<file path="src/rtl/pipe_pkg.sv">
// Shared types for the pipeline hazard/forwarding controller: forward selects,
// stage records and flush-depth constants.
package pipe_pkg;

  // Records store register addresses at this width; REG_ADDR_W must not exceed it.
  localparam int REC_RD_W = 8;

  localparam int FLUSH_IF_ID  = 1;
  localparam int FLUSH_ID_EX  = 2;
  localparam int FLUSH_EX_MEM = 3;

  typedef enum logic [1:0] {
    FWD_RF  = 2'b00,
    FWD_MEM = 2'b01,
    FWD_WB  = 2'b10
  } fwd_sel_t;

  typedef struct packed {
    logic                valid;
    logic [REC_RD_W-1:0] rd;
    logic                reg_write;
    logic                mem_read;
  } stage_rec_t;

  typedef struct packed {
    stage_rec_t          base;
    logic [REC_RD_W-1:0] rs1;
    logic [REC_RD_W-1:0] rs2;
    logic                uses_rs1;
    logic                uses_rs2;
  } ex_rec_t;

  // x0 is hard-wired zero, so it never produces a dependency.
  function automatic logic produces(input stage_rec_t p, input logic [REC_RD_W-1:0] rs,
                                    input logic uses);
    return p.valid && p.reg_write && (p.rd != '0) && uses && (p.rd == rs);
  endfunction

endpackage

</file>
<file path="src/rtl/hazard_stage_reg.sv">
// One pipeline stage record: loads d when load=1, otherwise takes a bubble.
// A bubble is all zeros (valid=0, rd=0), the same value reset leaves behind.
module hazard_stage_reg #(
  parameter int W = 8
) (
  input  logic         clk,
  input  logic         rst_n,
  input  logic         load,
  input  logic [W-1:0] d,
  output logic [W-1:0] q
);

  always_ff @(posedge clk or negedge rst_n) begin
    if (!rst_n)    q <= '0;
    else if (load) q <= d;
    else           q <= '0;
  end

endmodule

</file>
<file path="src/rtl/pipe_hazard_ctrl.sv">
// Stall, flush and operand-forward control for the five-stage core.
// FORWARDING_EN defined: EX-stage forwarding, only load-use stalls; undefined: interlock only.
module pipe_hazard_ctrl
  import pipe_pkg::*;
#(
  parameter int REG_ADDR_W  = 5,
  parameter int FLUSH_DEPTH = 3,
  parameter int CNT_W       = 16
) (
  input  logic                  clk,
  input  logic                  rst_n,
  input  logic                  id_valid,
  input  logic [REG_ADDR_W-1:0] id_rs1,
  input  logic [REG_ADDR_W-1:0] id_rs2,
  input  logic                  id_uses_rs1,
  input  logic                  id_uses_rs2,
  input  logic [REG_ADDR_W-1:0] id_rd,
  input  logic                  id_reg_write,
  input  logic                  id_mem_read,
  input  logic                  branch_taken,
  output logic                  stall,
  output logic                  flush_if_id,
  output logic                  flush_id_ex,
  output logic                  flush_ex_mem,
  output logic [1:0]            fwd_a,
  output logic [1:0]            fwd_b,
  output logic                  ex_valid,
  output logic                  mem_valid,
  output logic                  wb_valid,
  output logic [CNT_W-1:0]      stall_count
);

  localparam int EX_W  = $bits(ex_rec_t);
  localparam int REC_W = $bits(stage_rec_t);

  ex_rec_t             id_info;
  ex_rec_t             ex_r;
  stage_rec_t          mem_r;
  stage_rec_t          wb_r;
  logic [EX_W-1:0]     ex_q;
  logic [REC_W-1:0]    mem_q;
  logic [REC_W-1:0]    wb_q;
  logic [REC_RD_W-1:0] rs1_x;
  logic [REC_RD_W-1:0] rs2_x;
  logic                haz_ex;
  logic                haz_mem;
  logic                hazard;
  fwd_sel_t            sel_a;
  fwd_sel_t            sel_b;
  logic                ex_load;
  logic                mem_load;

  assign rs1_x = REC_RD_W'(id_rs1);
  assign rs2_x = REC_RD_W'(id_rs2);

  always_comb begin
    id_info                = '0;
    id_info.base.valid     = id_valid;
    id_info.base.rd        = REC_RD_W'(id_rd);
    id_info.base.reg_write = id_reg_write;
    id_info.base.mem_read  = id_mem_read;
    id_info.rs1            = rs1_x;
    id_info.rs2            = rs2_x;
    id_info.uses_rs1       = id_uses_rs1;
    id_info.uses_rs2       = id_uses_rs2;
  end

  assign ex_r  = ex_q;
  assign mem_r = mem_q;
  assign wb_r  = wb_q;

  // WB producers are covered by the write-through register file, so only EX/MEM matter.
  assign haz_ex  = id_valid && (produces(ex_r.base, rs1_x, id_uses_rs1) ||
                                produces(ex_r.base, rs2_x, id_uses_rs2));
  assign haz_mem = id_valid && (produces(mem_r, rs1_x, id_uses_rs1) ||
                                produces(mem_r, rs2_x, id_uses_rs2));

`ifdef FORWARDING_EN
  assign hazard = haz_ex && ex_r.base.mem_read;

  // MEM holds the younger value, so it wins over WB.
  function automatic fwd_sel_t pick(input logic [REC_RD_W-1:0] rs, input logic uses);
    if (produces(mem_r, rs, uses))     return FWD_MEM;
    else if (produces(wb_r, rs, uses)) return FWD_WB;
    else                               return FWD_RF;
  endfunction

  assign sel_a = ex_r.base.valid ? pick(ex_r.rs1, ex_r.uses_rs1) : FWD_RF;
  assign sel_b = ex_r.base.valid ? pick(ex_r.rs2, ex_r.uses_rs2) : FWD_RF;
`else
  assign hazard = haz_ex || haz_mem;
  assign sel_a  = FWD_RF;
  assign sel_b  = FWD_RF;
`endif

  // A taken branch squashes the ID instruction, so it overrides any stall.
  always_comb begin
    stall        = 1'b0;
    flush_if_id  = 1'b0;
    flush_id_ex  = 1'b0;
    flush_ex_mem = 1'b0;
    fwd_a        = FWD_RF;
    fwd_b        = FWD_RF;
    if (rst_n) begin
      if (branch_taken) begin
        flush_if_id  = (FLUSH_DEPTH >= FLUSH_IF_ID);
        flush_id_ex  = (FLUSH_DEPTH >= FLUSH_ID_EX);
        flush_ex_mem = (FLUSH_DEPTH >= FLUSH_EX_MEM);
      end else begin
        stall = hazard;
      end
      fwd_a = sel_a;
      fwd_b = sel_b;
    end
  end

  assign ex_load  = id_valid && !stall && !flush_id_ex;
  assign mem_load = !flush_ex_mem;

  hazard_stage_reg #(.W(EX_W)) u_ex_rec (
    .clk   (clk),
    .rst_n (rst_n),
    .load  (ex_load),
    .d     (id_info),
    .q     (ex_q)
  );

  hazard_stage_reg #(.W(REC_W)) u_mem_rec (
    .clk   (clk),
    .rst_n (rst_n),
    .load  (mem_load),
    .d     (ex_r.base),
    .q     (mem_q)
  );

  hazard_stage_reg #(.W(REC_W)) u_wb_rec (
    .clk   (clk),
    .rst_n (rst_n),
    .load  (1'b1),
    .d     (mem_r),
    .q     (wb_q)
  );

  assign ex_valid  = ex_r.base.valid;
  assign mem_valid = mem_r.valid;
  assign wb_valid  = wb_r.valid;

  always_ff @(posedge clk or negedge rst_n) begin
    if (!rst_n)                           stall_count <= '0;
    else if (stall && (stall_count != '1)) stall_count <= stall_count + CNT_W'(1);
  end

  // Fields that only one build configuration reads.
  logic unused_ok;
  assign unused_ok = &{1'b0, wb_r.mem_read, wb_r.reg_write, wb_r.rd, mem_r.mem_read,
                       ex_r.rs1, ex_r.rs2, ex_r.uses_rs1, ex_r.uses_rs2, haz_mem};

endmodule
</file>
<file path="config.mk">
export PLATFORM = sky130hd
export DESIGN_NAME = pipe_hazard_ctrl
export DESIGN_NICKNAME = d
export VERILOG_FILES = /design/src/rtl/pipe_pkg.sv /design/src/rtl/hazard_stage_reg.sv /design/src/rtl/pipe_hazard_ctrl.sv
export SDC_FILE = /design/constraint.sdc
export NUM_CORES = 1
export LEC_CHECK = 0
export CAP_MARGIN = 15
export CORE_ASPECT_RATIO = 0.5
export CORE_MARGIN = 5
export CORE_UTILIZATION = 41
export CTS_CLUSTER_DIAMETER = 50
export DETAILED_ROUTE_END_ITERATION = 8
export PLACE_DENSITY = 0.75
export SYNTH_ARGS = -nofsm -noshare
export SYNTH_HDL_FRONTEND = slang
export SYNTH_SLANG_ARGS = --single-unit
</file>
<file path="constraint.sdc">
create_clock -name clk -period 1.9 [get_ports clk]
set_input_delay 0.19 -clock clk [delete_from_list [all_inputs] [get_ports clk]]
set_output_delay 0.19 -clock clk [all_outputs]
set_load 0.02 [all_outputs]
</file>
==> flow_summary.yaml <==
cts:
  numCtsBuffers: 5
  htree_num_levels: 2
  cts_root_buf: "clkbuf_8"
  cts_sinks: 31
  clock_latency_ns: 0.28
  cts_buffer_depth: 2
  ctsHoldBuffers: 0
  cts.clk_slew.worst_paths_ns: 0.06
  tritoncts: "done"
placed_design:
  dpl_cell_area_um2: 2220
  post-dp-hpwl_um: 2730
  io_buffers: 44
  gp_congestion: 0.756
  dp_cells: 258
yosys:
  synth_area_um2: 1570
  synth_area_per_cell_um2: 10.8
  synth_top_family_by_area: "simple AND/OR/NAND/NOR gates"
  synth_compound_area_share_pct: 3.59
  muxShareOfSynthArea_pct: 1.44
  synthXorXnorAreaFrac_pct: 19.0
  synth-simple-area-share_pct: 21.0
  synth_adder_area_share_pct: 0.797
  ys_seq_area_share_pct: 49.4
  yosysWarnings: 0
  ys_seq_elements: 31
  ys_types: 27
  synth_cells: 145
worst_setup_path:
  arrival_ns: 2.06
  slowest_delay_ns: 0.55
  crit_chain: "clkdlybuf4s50_1 -> xnor2_2 -> nand4_1 -> o22ai_2 -> buf_4 -> a32o_2 -> buf_12 -> mux2_4"
  endpoint_kind: "flip-flop"
  crit_required_ns: 2.07
  critPathKind: "in -> reg"
  critical_path.top_delay_family: "buffers and inverters"
  slowest_stage: "clkdlybuf4s50_1"
  cp_num_buf_inv: 3
  cp-start-kind: "input pin"
  crit_fanout: 8
floorplanning:
  ios: 50
  initial_utilization_pct: 44.0
  core-area_um2: 3570
  dieHeight_um: 53.7
  rows: 15
  die_w_um: 97.5
  die_area_um2: 5240
cells_and_area:
  final_common_cell: "clkdlybuf4s50_1"
  area_delta_synth_final_pct: 56.8
  layout_common_cells: "clkdlybuf4s50_1 (40), xnor2_1 (28), buf_4 (25)"
  n_antenna_cell: 0
  num-fill-cells: 284
  final_nets: 243
  drive_gt1_share_pct: 31.4
  final_cell_area_um2: 2460
  stdcell_count: 271
routing:
  via_per_inst: 4.69
  drt_iter0_drc: 18
  drt_wl_total_um: 3730
  ant_nets: 0
  vias: 1270
  drc: 0
  wl_per_cell_um: 13.8
  drt_pass1_iterations: 2
pwr:
  clkPwrFrac_pct: 35.1
  total_power_w: 0.00138
  pwr-share-seq_pct: 50.7
  comb_power_share_pct: 14.3
  internal_power_w: 0.00105
  p_sw_w: 0.000330
  power_leakage_nw: 1.05
  powerDensity_nw_per_um2: 560
  vdd_drop_max_uv: 457
  swShare_pct: 24.0
timing:
  drv_slew: 0
  whs_ns: 0.337
  finalCriticalPeriod_ns: 1.89
  finalClockSkew_ns: 0.00309
  setup_viol: 0
  hold_viol_final: 0
  rsz0062_at_grt: "yes"
  period_share_pct: 99.4
  max_freq_mhz: 530
grt:
  grt_pass1_vias: 1284
  grt_overflow: 0
  grt_pass1_wl_um: 5980
  grt_max_degree: 33
  grtUsageTotal_pct: 14.9
  antenna_found_initial: 0
run_status:
  status: "finished, final reports clean"
flow_run:
  maxCapViolations: 0
hold_path:
  hold_class: "in -> async"
## cell usage after synthesis (all sizes together)
cell    count  share of area [%]
or3         1               0.40
inv         3               0.72
buf         7                3.6
and2       14                5.6
o22ai       2               0.80
nor3        3               0.96
nand4      12                5.2
nand3       6                1.9
ha          1               0.80
nand3b      1               0.48
and4        1               0.56
clkbuf      1               0.24
nand2      11                2.6
conb        1               0.24
o31a        1               0.64
a22oi       1               0.48
dfrtp      31                 49
a32o        1               0.72
a211oi      2               0.96
xor2        1               0.56
nor2        3               0.72
mux2        2                1.4
and3        6                2.6
xnor2      33                 18
## kinds of logic (layout without fill, tap and decap cells)
kind of cell / after synthesis / after routing
AO/OA/AOI/OAI: 7 / 7
AND/OR/NAND/NOR: 58 / 58
flip-flops: 31 / 31
other: 1 / 4
XOR/XNOR: 34 / 34
adder cells (fa/ha/maj): 1 / 1
buffers and inverters: 11 / 83
multiplexers: 2 / 2
## final timing paths
check | cells after the start | start | slack, ns | to
worst min-delay path | 2 | rst_n | 0.34 | u_ex_rec.q[21]
worst min register to register | 0 | u_mem_rec.q[10] | 0.41 | u_wb_rec.q[10]
min in group clk | 0 | u_mem_rec.q[10] | 0.41 | u_wb_rec.q[10]
worst max register to register | 7 | u_ex_rec.q[21] | 0.02 | stall_count[1]
worst max-delay path | 8 | id_rs2[3] | 0.01 | stall_count[1]
max in group asynchronous | 2 | rst_n | 1.39 | stall_count[6]
## final cells by class
cell class | count | area (um2) | share of cell area [%]
multi-input cells | 106 | 830 | 33.7
flip-flops and latches | 31 | 790 | 32.1
repair buffers | 72 | 684 | 27.8
clock buffers | 7 | 76.3 | 3.10
well taps | 51 | 63.8 | 2.59
inverters | 3 | 11.3 | 0.458
clock inverters | 1 | 5.00 | 0.203
## registers in the layout, indices dropped and copies added, names as in the netlist
signal / count
stall_count: 16
u_ex_rec.q: 7
u_mem_rec.q: 7
u_wb_rec.q: 1
## power groups by stage
stage | clock network [W] | logic (W) | registers [W]
2_1_floorplan | 0 | 0.0000825 | 0.000710
3_3_place_gp | 0 | 0.000172 | 0.000707
3_5_place_dp | 0 | 0.000175 | 0.000708
4_1_cts | 0.000500 | 0.000181 | 0.000696
5_1_grt | 0.000534 | 0.000214 | 0.000700
6_report | 0.000483 | 0.000196 | 0.000698
## repair_timing
item,4_1_cts,5_1_grt
setup buffers,0,4
resized for setup,11,19
setup endpoints to repair,6,18
cloned,0,1
pin swaps,2,22
## metrics by stage
stage               setup TNS (ns)  utilization, %  worst slack, ns
floorplan                        0               -          0.00446
global placement             -3.85            62.3           -0.321
detailed placement           -4.78            62.3           -0.347
CTS                              0            65.2        0.0000819
global route                -0.258            69.0          -0.0570
finish                           0            69.0           0.0115
## routing by layer
metal,GRT usage (%),vias up,wire (um)
li1,-,635,-
met1,17.2,604,1620
met2,27.0,26,1900
met3,3.88,5,161
met4,6.90,0,45
met5,0,-,0
(Power assumes the default switching activity.)
